File: src/rtl/freq_div_monitor_if.sv
// Result channel of freq_div_monitor: measured period/high time with valid/ready handshake.
interface freq_div_monitor_if #(
  parameter int unsigned CNT_W = 16
);
  logic [CNT_W-1:0] period;
  logic [CNT_W-1:0] high_time;
  logic             meas_valid;
  logic             meas_ready;
  logic             period_err;

  modport master (
    output period, high_time, meas_valid, period_err,
    input  meas_ready
  );

  modport slave (
    input  period, high_time, meas_valid, period_err,
    output meas_ready
  );
endinterface

File: src/rtl/freq_div_monitor.sv
// Measures period and high time of a divided clock sampled in the fast clock domain.
// Optional FDM_CHECK_EN builds the period tolerance comparator behind period_err.
module freq_div_monitor #(
  parameter int unsigned CNT_W       = 16,
  parameter int unsigned SYNC_STAGES = 2,
  parameter int unsigned EXP_PERIOD  = 3,
  parameter int unsigned TOL         = 0
) (
  input  logic                clk,
  input  logic                rst,
  input  logic                div_in,
  input  logic                meas_en,
  freq_div_monitor_if.master  res,
  output logic                overrun,
  output logic                stuck
);

  typedef enum logic [1:0] {S_IDLE, S_ARM, S_HIGH, S_LOW} state_e;

  localparam logic [CNT_W-1:0] CNT_MAX = '1;

  // Reject configurations the synchronizer or result width cannot support.
  if (SYNC_STAGES < 2 || ((64'(EXP_PERIOD) + 64'(TOL)) >> CNT_W) != 64'd0) begin : g_bad_cfg
    $error("freq_div_monitor: unsupported parameter set");
  end

  state_e                 state_q, state_d;
  logic [SYNC_STAGES-1:0] sync_q, sync_d;
  logic                   prev_q, prev_d;
  logic [CNT_W-1:0]       cnt_q, cnt_d;
  logic [CNT_W-1:0]       hcap_q, hcap_d;
  logic [CNT_W-1:0]       period_q, period_d;
  logic [CNT_W-1:0]       high_q, high_d;
  logic                   valid_q, valid_d;
  logic                   err_q, err_d;
  logic                   ovr_q, ovr_d;
  logic                   stuck_q, stuck_d;

  logic synced_c, rise_c, fall_c, done_c, err_c;

  assign synced_c = sync_q[SYNC_STAGES-1];
  assign rise_c   = synced_c & ~prev_q;
  assign fall_c   = ~synced_c & prev_q;

`ifdef FDM_CHECK_EN
  // Period under measurement lies outside EXP_PERIOD +/- TOL.
  assign err_c = (32'(cnt_q) > EXP_PERIOD + TOL) || (32'(cnt_q) + TOL < EXP_PERIOD);
`else
  assign err_c = 1'b0;
`endif

  always_comb begin
    sync_d   = {sync_q[SYNC_STAGES-2:0], div_in};
    prev_d   = synced_c;
    state_d  = state_q;
    cnt_d    = cnt_q;
    hcap_d   = hcap_q;
    period_d = period_q;
    high_d   = high_q;
    valid_d  = valid_q;
    err_d    = err_q;
    ovr_d    = ovr_q;
    stuck_d  = 1'b0;
    done_c   = 1'b0;

    if (!meas_en) begin
      state_d = S_IDLE;
      cnt_d   = '0;
      ovr_d   = 1'b0;
    end else begin
      case (state_q)
        S_IDLE: begin
          cnt_d   = '0;
          state_d = S_ARM;
        end
        default: begin
          if (rise_c) begin
            cnt_d = CNT_W'(1);
            if (state_q == S_ARM) begin
              state_d = S_HIGH;
            end else if (state_q == S_LOW) begin
              state_d = S_HIGH;
              done_c  = 1'b1;
            end
          end else if (cnt_q == CNT_MAX) begin
            // No edge for a full counter range: restart from a fresh arm.
            cnt_d   = '0;
            stuck_d = 1'b1;
            state_d = S_ARM;
          end else begin
            cnt_d = cnt_q + CNT_W'(1);
            if (state_q == S_HIGH && fall_c) begin
              hcap_d  = cnt_q;
              state_d = S_LOW;
            end
          end
        end
      endcase
    end

    // A held, unaccepted result wins over a new one; the new one is dropped.
    if (done_c) begin
      if (!valid_q || res.meas_ready) begin
        period_d = cnt_q;
        high_d   = hcap_q;
        err_d    = err_c;
        valid_d  = 1'b1;
      end else begin
        ovr_d = 1'b1;
      end
    end else if (res.meas_ready) begin
      valid_d = 1'b0;
    end
  end

  always_ff @(posedge clk) begin
    if (rst) begin
      state_q  <= S_IDLE;
      sync_q   <= '0;
      prev_q   <= 1'b0;
      cnt_q    <= '0;
      hcap_q   <= '0;
      period_q <= '0;
      high_q   <= '0;
      valid_q  <= 1'b0;
      err_q    <= 1'b0;
      ovr_q    <= 1'b0;
      stuck_q  <= 1'b0;
    end else begin
      state_q  <= state_d;
      sync_q   <= sync_d;
      prev_q   <= prev_d;
      cnt_q    <= cnt_d;
      hcap_q   <= hcap_d;
      period_q <= period_d;
      high_q   <= high_d;
      valid_q  <= valid_d;
      err_q    <= err_d;
      ovr_q    <= ovr_d;
      stuck_q  <= stuck_d;
    end
  end

  assign res.period     = period_q;
  assign res.high_time  = high_q;
  assign res.meas_valid = valid_q;
  assign res.period_err = err_q;
  assign overrun        = ovr_q;
  assign stuck          = stuck_q;

endmodule
File: src/flat_wrapper.sv
// flat-port wrapper written by rule: the top's interface ports become plain ports
module freq_div_monitor_flat 
#(
  parameter int unsigned CNT_W       = 16,
  parameter int unsigned SYNC_STAGES = 2,
  parameter int unsigned EXP_PERIOD  = 3,
  parameter int unsigned TOL         = 0
)
  (clk, rst, div_in, meas_en, overrun, stuck, res_period, res_high_time, res_meas_valid, res_period_err, res_meas_ready);
  freq_div_monitor_if #(.CNT_W(CNT_W)) res_i ();
  input  logic clk;
  input  logic rst;
  input  logic div_in;
  input  logic meas_en;
  output logic overrun;
  output logic stuck;
  output wire logic [$bits(res_i.period)-1:0] res_period;
  output wire logic [$bits(res_i.high_time)-1:0] res_high_time;
  output wire logic [$bits(res_i.meas_valid)-1:0] res_meas_valid;
  output wire logic [$bits(res_i.period_err)-1:0] res_period_err;
  input wire logic [$bits(res_i.meas_ready)-1:0] res_meas_ready;
  assign res_period = res_i.period;
  assign res_high_time = res_i.high_time;
  assign res_meas_valid = res_i.meas_valid;
  assign res_period_err = res_i.period_err;
  assign res_i.meas_ready = res_meas_ready;
  freq_div_monitor #(.CNT_W(CNT_W), .SYNC_STAGES(SYNC_STAGES), .EXP_PERIOD(EXP_PERIOD), .TOL(TOL)) u_core (.clk(clk), .rst(rst), .div_in(div_in), .meas_en(meas_en), .res(res_i), .overrun(overrun), .stuck(stuck));
endmodule
File: config.mk
export PLATFORM = sky130hd
export DESIGN_NAME = freq_div_monitor_flat
export DESIGN_NICKNAME = d
export VERILOG_FILES = /design/src/rtl/freq_div_monitor_if.sv /design/src/rtl/freq_div_monitor.sv /design/src/flat_wrapper.sv
export SDC_FILE = /design/constraint.sdc
export NUM_CORES = 1
export LEC_CHECK = 0
export ABC_AREA = 1
export CAP_MARGIN = 20
export CORE_UTILIZATION = 40
export CTS_BUF_LIST = sky130_fd_sc_hd__clkbuf_4 sky130_fd_sc_hd__clkbuf_8
export DETAILED_ROUTE_END_ITERATION = 6
export DONT_BUFFER_PORTS = 1
export GPL_ROUTABILITY_DRIVEN = 0
export PLACE_DENSITY = 0.62
export SLEW_MARGIN = 10
export SYNTH_ARGS = -nofsm -noshare
export SYNTH_HDL_FRONTEND = slang
export SYNTH_SLANG_ARGS = --single-unit
export TNS_END_PERCENT = 10
File: constraint.sdc
create_clock -name clk -period 1.3 [get_ports clk]
set_input_delay 0.26 -clock clk [delete_from_list [all_inputs] [get_ports clk]]
set_output_delay 0.26 -clock clk [all_outputs]
set_load 0.02 [all_outputs]
==> results of run 1 <==
[routing by layer]
metal	vias to the layer above	track usage (%)	part of all wire [%]
met5	-	0	0
met4	0	7.04	1.5
met3	9	5.78	3.8
met2	54	34.0	48
met1	1221	25.0	47
li1	1365	-	-
[sequential cells by signal, summed over array words and instances (netlist names)]
name                   flops
u_core.stuck               1
u_core.res.high_time      16
u_core.hcap_q             16
u_core.res.meas_valid      1
u_core.res.period         16
u_core.cnt_q              16
u_core.overrun             1
u_core.state_q             2
u_core.prev_q              1
u_core.sync_q              2
[layout make-up]
type / instances / area, um^2 / share of cell area (%)
Sequential cell: 72 / 1460 / 38.0
Tap cell: 99 / 124 / 3.23
Clock buffer: 10 / 138 / 3.59
Timing Repair Buffer: 46 / 459 / 12.0
Clock inverter: 5 / 80.1 / 2.09
Inverter: 32 / 121 / 3.17
Multi-Input combinational cell: 264 / 1460 / 38.0
[placed cells by master, fill, tap and decap left out, types with 6 or more instances in the layout]
cell type	Yosys	final
a21oi_1	56	46
a21oi_2	1	11
buf_4	2	35
clkbuf_8	0	10
dfxtp_1	72	65
inv_1	29	29
nand2_1	76	68
nand2_2	3	9
nand3_1	24	23
nand4_1	34	34
nor2_1	44	36
nor2_2	3	8
xor2_1	6	6
[worst min-delay path by stage]
stage	to	depth (start not counted)
2_1_floorplan	u_core.sync_q[0]	2
3_3_place_gp	u_core.res.period[2]	1
3_5_place_dp	u_core.res.period[2]	1
4_1_cts	u_core.res.high_time[9]	2
5_1_grt	u_core.res.high_time[9]	2
6_report	u_core.res.high_time[4]	2
[stage by stage]
stage	cells	instance area, um^2	power [uW]
final	528	3830	4260
after global routing	528	3830	4400
after CTS	528	3730	4300
after detailed placement	507	3390	2320
after global placement	507	3390	2320
after floorplan	395	3050	2330
[worst max-delay path: cells and delay by family, from the launching register on]
kind	cells	cell delay [ns]
simple gates	4	0.37
flops	1	0.36
buf+inv	1	0.19
fa+ha+maj	1	0.14
compound gates	1	0.14
[cells by family after synthesis]
| logic type | count (synthesis) |
|---|---|
| AND/OR/NAND/NOR | 197 |
| flip-flops | 72 |
| AO/OA/AOI/OAI | 59 |
| buffers and inverters | 59 |
| XOR/XNOR | 6 |
| adder cells (fa/ha/maj) | 1 |
| other | 1 |
[where the power goes]
| part | leakage, uW | internal, uW | switching (uW) |
|---|---|---|---|
| sequential | 0.000584 | 2210 | 4.35 |
| clock | 0.000113 | 1120 | 833 |
| combinational | 0.000663 | 35.2 | 58.3 |
[repair_timing]
action | 4_1_cts | 5_1_grt
pin swaps | 11 | 22
endpoints found under the hold margin | 36 | 0
setup buffers | 3 | 0
resized for setup | 11 | 32
hold buffers | 2 | 0
setup endpoints to repair | 67 | 68
gates cloned | 1 | 0
==> metrics.md, run 1 <==
| Metric | Value |
|---|---|
| Initial antenna violation count | 0 |
| Post-DR vias/cell | 5.02 |
| Pre-CTS setup slack | -0.108 ns |
| Post-synthesis cell type count | 27 |
| CP max stage delay | 0.36 ns |
| LEAKAGE | 0.00136 uW |
| Total Nets Final | 431 |
| Worst hold start | meas_en |
| Xor and xnor area share after synthesis | 1.75% |
| Synth Instances | 395 |
| Final hold slack | 0.0717 ns |
| CP Capture Type | flip-flop |
| Inserted Clock Buffers | 9 |
| Detailed Place HPWL | 4890 um |
| P per Cell Area | 1110 mW/mm^2 |
| Critical-path cell list | ha_4 -> nand2_4 -> nor2_4 -> nand4_4 -> buf_12 -> a21oi_1 -> nor2_1 |
| WP data arrival | 1.56 ns |
| Htree depth | 3 |
| Clk buf depth | 2 |
| Post-synth EDFFs | 0 |
| Worst setup path end | u_core.hcap_q[14] |
| Largest vdd supply drop | 0.000514 V |
| Initial drt markers | 117 |
| Fin worst setup slack | -0.0105 ns |
| Fin. Hold Viols | 0 |
| Yosys top cell area share | 48.1% |
| ANT cells | 0 |
| Reg2Reg Depth | 7 |
| Synth Register Bits | 72 |
| F_max | 0.763 GHz |
| Worst clock skew | 0.00877 ns |
| Post-synth ARST share | 0% |
| Critical path launch point | u_core.cnt_q[1] |
| Top-count cell post-synth | nand2_1 |
| Multiplexer area fraction after synthesis | 0% |
| Area of the die | 0.00784 mm^2 |
| Mapped cell area | 0.00300 mm^2 |
| CTS sink cnt | 72 |
| Seq/Total Area, Yosys | 48.1% |
| Violated checks | negative setup slack |
| Slowest cell on the critical path | dfxtp_4 |
| Reg2reg end | u_core.hcap_q[14] |
| Final period util | 101% |
| DR pass1 iterations | 4 |
| Status | complete, but fails checks |
| Final setup fails | 3 |
| Layout area overhead | 27.9% |
| Fillers | 708 |
| Mapped Nets | 401 |
| Die X | 88.5 um |
| # rows | 31 |
| Vert. Die Dim | 88.5 um |
| Drt drc | 0 |
| Worst reg-to-reg setup slack | -0.01 ns |
| Maximum fanout along the worst path | 31 |
| CTS tree | yes |
| HP Class | input pin to flip-flop |
| Reg2reg start | u_core.cnt_q[1] |
| Commonest cells post-synth | nand2_1, dfxtp_1, a21oi_1 |
| Compound-Gate Fraction of Synth Area | 10.4% |
| Vias | 2,649 |
| Fin crit period | 1.31 ns |
| Vias in the first global route | 2,544 |
| Total wire length | 7230 um |
| Synth top area cells | dfxtp_1, nand2_1, a21oi_1, nand4_1, nor2_1 |
| Total grt overflow | 0 |
| Setup TNS | -0.0201 ns |
| Synth Area per Inst | 7.58 um^2 |
| I/O pins | 41 |
| Worst EP required | 1.55 ns |
| Final core utilization | 52.8% |
| Maxcap violations | 0 |
| Clock transition at path regs | 0.08 ns |
| Wirelength per Cell | 13.7 um |
| Synth Area in Simple Gates | 30.6% |
| Ys Warns | 0 |
| Synth area leader | dfxtp_1 |
| Gr usage total | 20.3% |
| Clock Latency Late Sink | 0.35 ns |
| Adder-Cell Fraction of Synth Area | 0.418% |
| Ratio of cells with drive above 1 in the final layout | 26.6% |
| Final slew viol count | 0 |
| DRT antenna net count | 0 |
| Core area | 0.00725 mm^2 |
| Kind of start point of the critical path | flip-flop |
| Crit path kind | flip-flop to flip-flop |
| Root buffer cell | clkbuf_8 |
| RSZ-0062 raised after global routing | yes |
| Global-route wire length before repair | 12,000 um |
| Largest family of logic cells by synthesized area | simple AND/OR/NAND/NOR gates |
| Largest net degree at the start of global routing | 37 |
| Port buffer count | 0 |
| Initial Utilization | 41.3% |
| Dominant register cell in the synthesized netlist | dfxtp_1 |
Note: power is estimated with default switching activity, not from simulation.
==> run 2: changes to the inputs <==
- CORE_UTILIZATION: 40 -> 25
- PLACE_DENSITY: 0.62 -> 0.46
==> metrics.md, run 2 (same netlist as run 1, synthesis figures left out) <==
| Metric | Value |
|---|---|
| Largest net degree at the start of global routing | 37 |
| Largest vdd supply drop | 0.000402 V |
| Htree depth | 3 |
| Vias in the first global route | 2,547 |
| Drt drc | 5 |
| Fin. Hold Viols | 0 |
| P_int | 3360 uW |
| RSZ-0062 raised after global routing | yes |
| Maximum fanout along the worst path | 14 |
| Wirelength per Cell | 13.9 um |
| HP Class | input pin to flip-flop |
| Final slew viol count | 0 |
| CTS sink cnt | 72 |
| Clock Latency Late Sink | 0.36 ns |
| DR pass1 iterations | 7 |
| CTS tree | yes |
| Final setup fails | 47 |
| Ratio of cells with drive above 1 in the final layout | 27.2% |
| Final period util | 105% |
| F_max | 0.734 GHz |
| Status | complete, but fails checks |
| Total Nets Final | 435 |
| Fin crit period | 1.36 ns |
| Core area | 0.0116 mm^2 |
| Worst EP required | 1.54 ns |
| Initial antenna violation count | 0 |
| Port buffer count | 0 |
| Kind of start point of the critical path | flip-flop |
| Finished Cell Area | 0.00393 mm^2 |
| Total wire length | 8040 um |
| Final cell count without fillers | 577 |
| Inst Count DP | 551 |
| Clock power share | 46.2% |
| Post-DR vias/cell | 4.58 |
| Area after DPL | 0.00345 mm^2 |
| Leading cell types in the layout, fill and taps excluded | dfxtp_1, nand2_1, a21oi_1 |
| Detailed Place HPWL | 5300 um |
| Global-route wire length before repair | 12,900 um |
| Most common cell after layout, fill and taps aside | dfxtp_1 |
| WP data arrival | 1.61 ns |
| I/O pins | 41 |
| Maxcap violations | 0 |
| Inserted Clock Buffers | 9 |
| Crit path kind | flip-flop to flip-flop |
| Logic pwr share | 2.1% |
| Sw Share | 21.4% |
| Fillers | 1,235 |
| P_sw | 917 uW |
| DRT antenna net count | 0 |
| Violated checks | design-rule violations, negative setup slack |
| Setup TNS | -1.68 ns |
| Fin worst setup slack | -0.0630 ns |
| CP Capture Type | flip-flop |
| Reg power frac | 51.6% |
| Worst clock skew | 0.00876 ns |
| Area of the die | 0.0124 mm^2 |
| ANT cells | 0 |
| Gr usage total | 13.2% |
| LEAKAGE | 0.00140 uW |
| Clock transition at path regs | 0.07 ns |
| Root buffer cell | clkbuf_8 |
| P per Cell Area | 1090 mW/mm^2 |
| # rows | 39 |
| Final hold slack | 0.0777 ns |
| Vias | 2,642 |
| Total grt overflow | 0 |
| Initial Utilization | 25.9% |
| Vert. Die Dim | 111 um |
| Initial drt markers | 119 |
| Clk buf depth | 2 |
| Die X | 111 um |
| Layout area overhead | 31.2% |
## run 2: cell count changes in the layout (fill, tap and decap cells not counted), moves of 2 or more
cell | previous run | this run
nand3_1 | 23 | 21
nor2_2 | 8 | 5
a21oi_2 | 11 | 8
nand2_1 | 68 | 63
buf_6 | 3 | 1
buf_4 | 35 | 39
nand2_2 | 9 | 14
clkinv_2 | 2 | 4
nor2_1 | 36 | 39
nand3_2 | 1 | 4
buf_12 | 5 | 7
a21oi_1 | 46 | 49
## run 2: power by group through the flow
stage	clock network, uW	registers, uW	logic [uW]
2_1_floorplan	0	2260	73.1
3_3_place_gp	0	2260	58.6
3_5_place_dp	0	2260	59.1
4_1_cts	2060	2210	88.4
5_1_grt	2140	2210	101
6_report	1980	2210	90.5
## run 2: layout make-up
| class | instances | area (um^2) | area share, % |
|---|---|---|---|
| sequential | 72 | 1450 | 37.0 |
| clock inverter | 6 | 81.3 | 2.07 |
| tap | 143 | 179 | 4.55 |
| clock buffer | 10 | 138 | 3.50 |
| timing repair buffer | 50 | 504 | 12.8 |
| multi-input combinational | 264 | 1450 | 36.9 |
| inverter | 32 | 121 | 3.09 |
## run 2: stage by stage
| step | total power [uW] | util, % | worst slack [ns] |
|---|---|---|---|
| finish | 4280 | 34.0 | -0.0630 |
| global placement | 2320 | 29.8 | -0.0355 |
| floorplan | 2330 | - | -0.0157 |
| detailed placement | 2320 | 29.8 | -0.0545 |
| CTS | 4360 | 32.6 | -0.0608 |
| global route | 4460 | 34.0 | -0.144 |
## run 2: repair_timing
action | 4_1_cts | 5_1_grt
gates cloned | 1 | 2
hold buffers | 2 | 0
setup endpoints to repair | 66 | 68
setup buffers | 1 | 5
gates resized for setup | 10 | 28
pin swaps | 16 | 9
endpoints found under the hold margin | 36 | 0
## run 2: path summary, 6_finish.rpt
kind	startpoint	endpoint	slack, ns	cells after the start
worst min register to register	u_core.sync_q[0]	u_core.sync_q[1]	0.40	2
worst min-delay path	meas_en	u_core.state_q[0]	0.08	2
worst max register to register	u_core.sync_q[1]	u_core.res.high_time[6]	-0.06	8
worst max-delay path	u_core.sync_q[1]	u_core.res.high_time[6]	-0.06	8
## run 2: worst max-delay path: stages (launching register included)
cell and delay (ns):
dfxtp_2 0.33, inv_2 0.05, nor2_4 0.12, nand2_2 0.08, nor2_4 0.16, nand3_4 0.18, clkbuf_16 0.22, nand2_1 0.06
a21oi_1 0.05
## run 2: per-layer routing
layer | global-route usage, % | up-vias | part of all wire [%]
met2 | 21.0 | 43 | 45
met1 | 16.8 | 1207 | 49
li1 | - | 1381 | -
met5 | 0 | - | 0
met4 | 4.86 | 0 | 1.3
met3 | 4.03 | 11 | 4.6
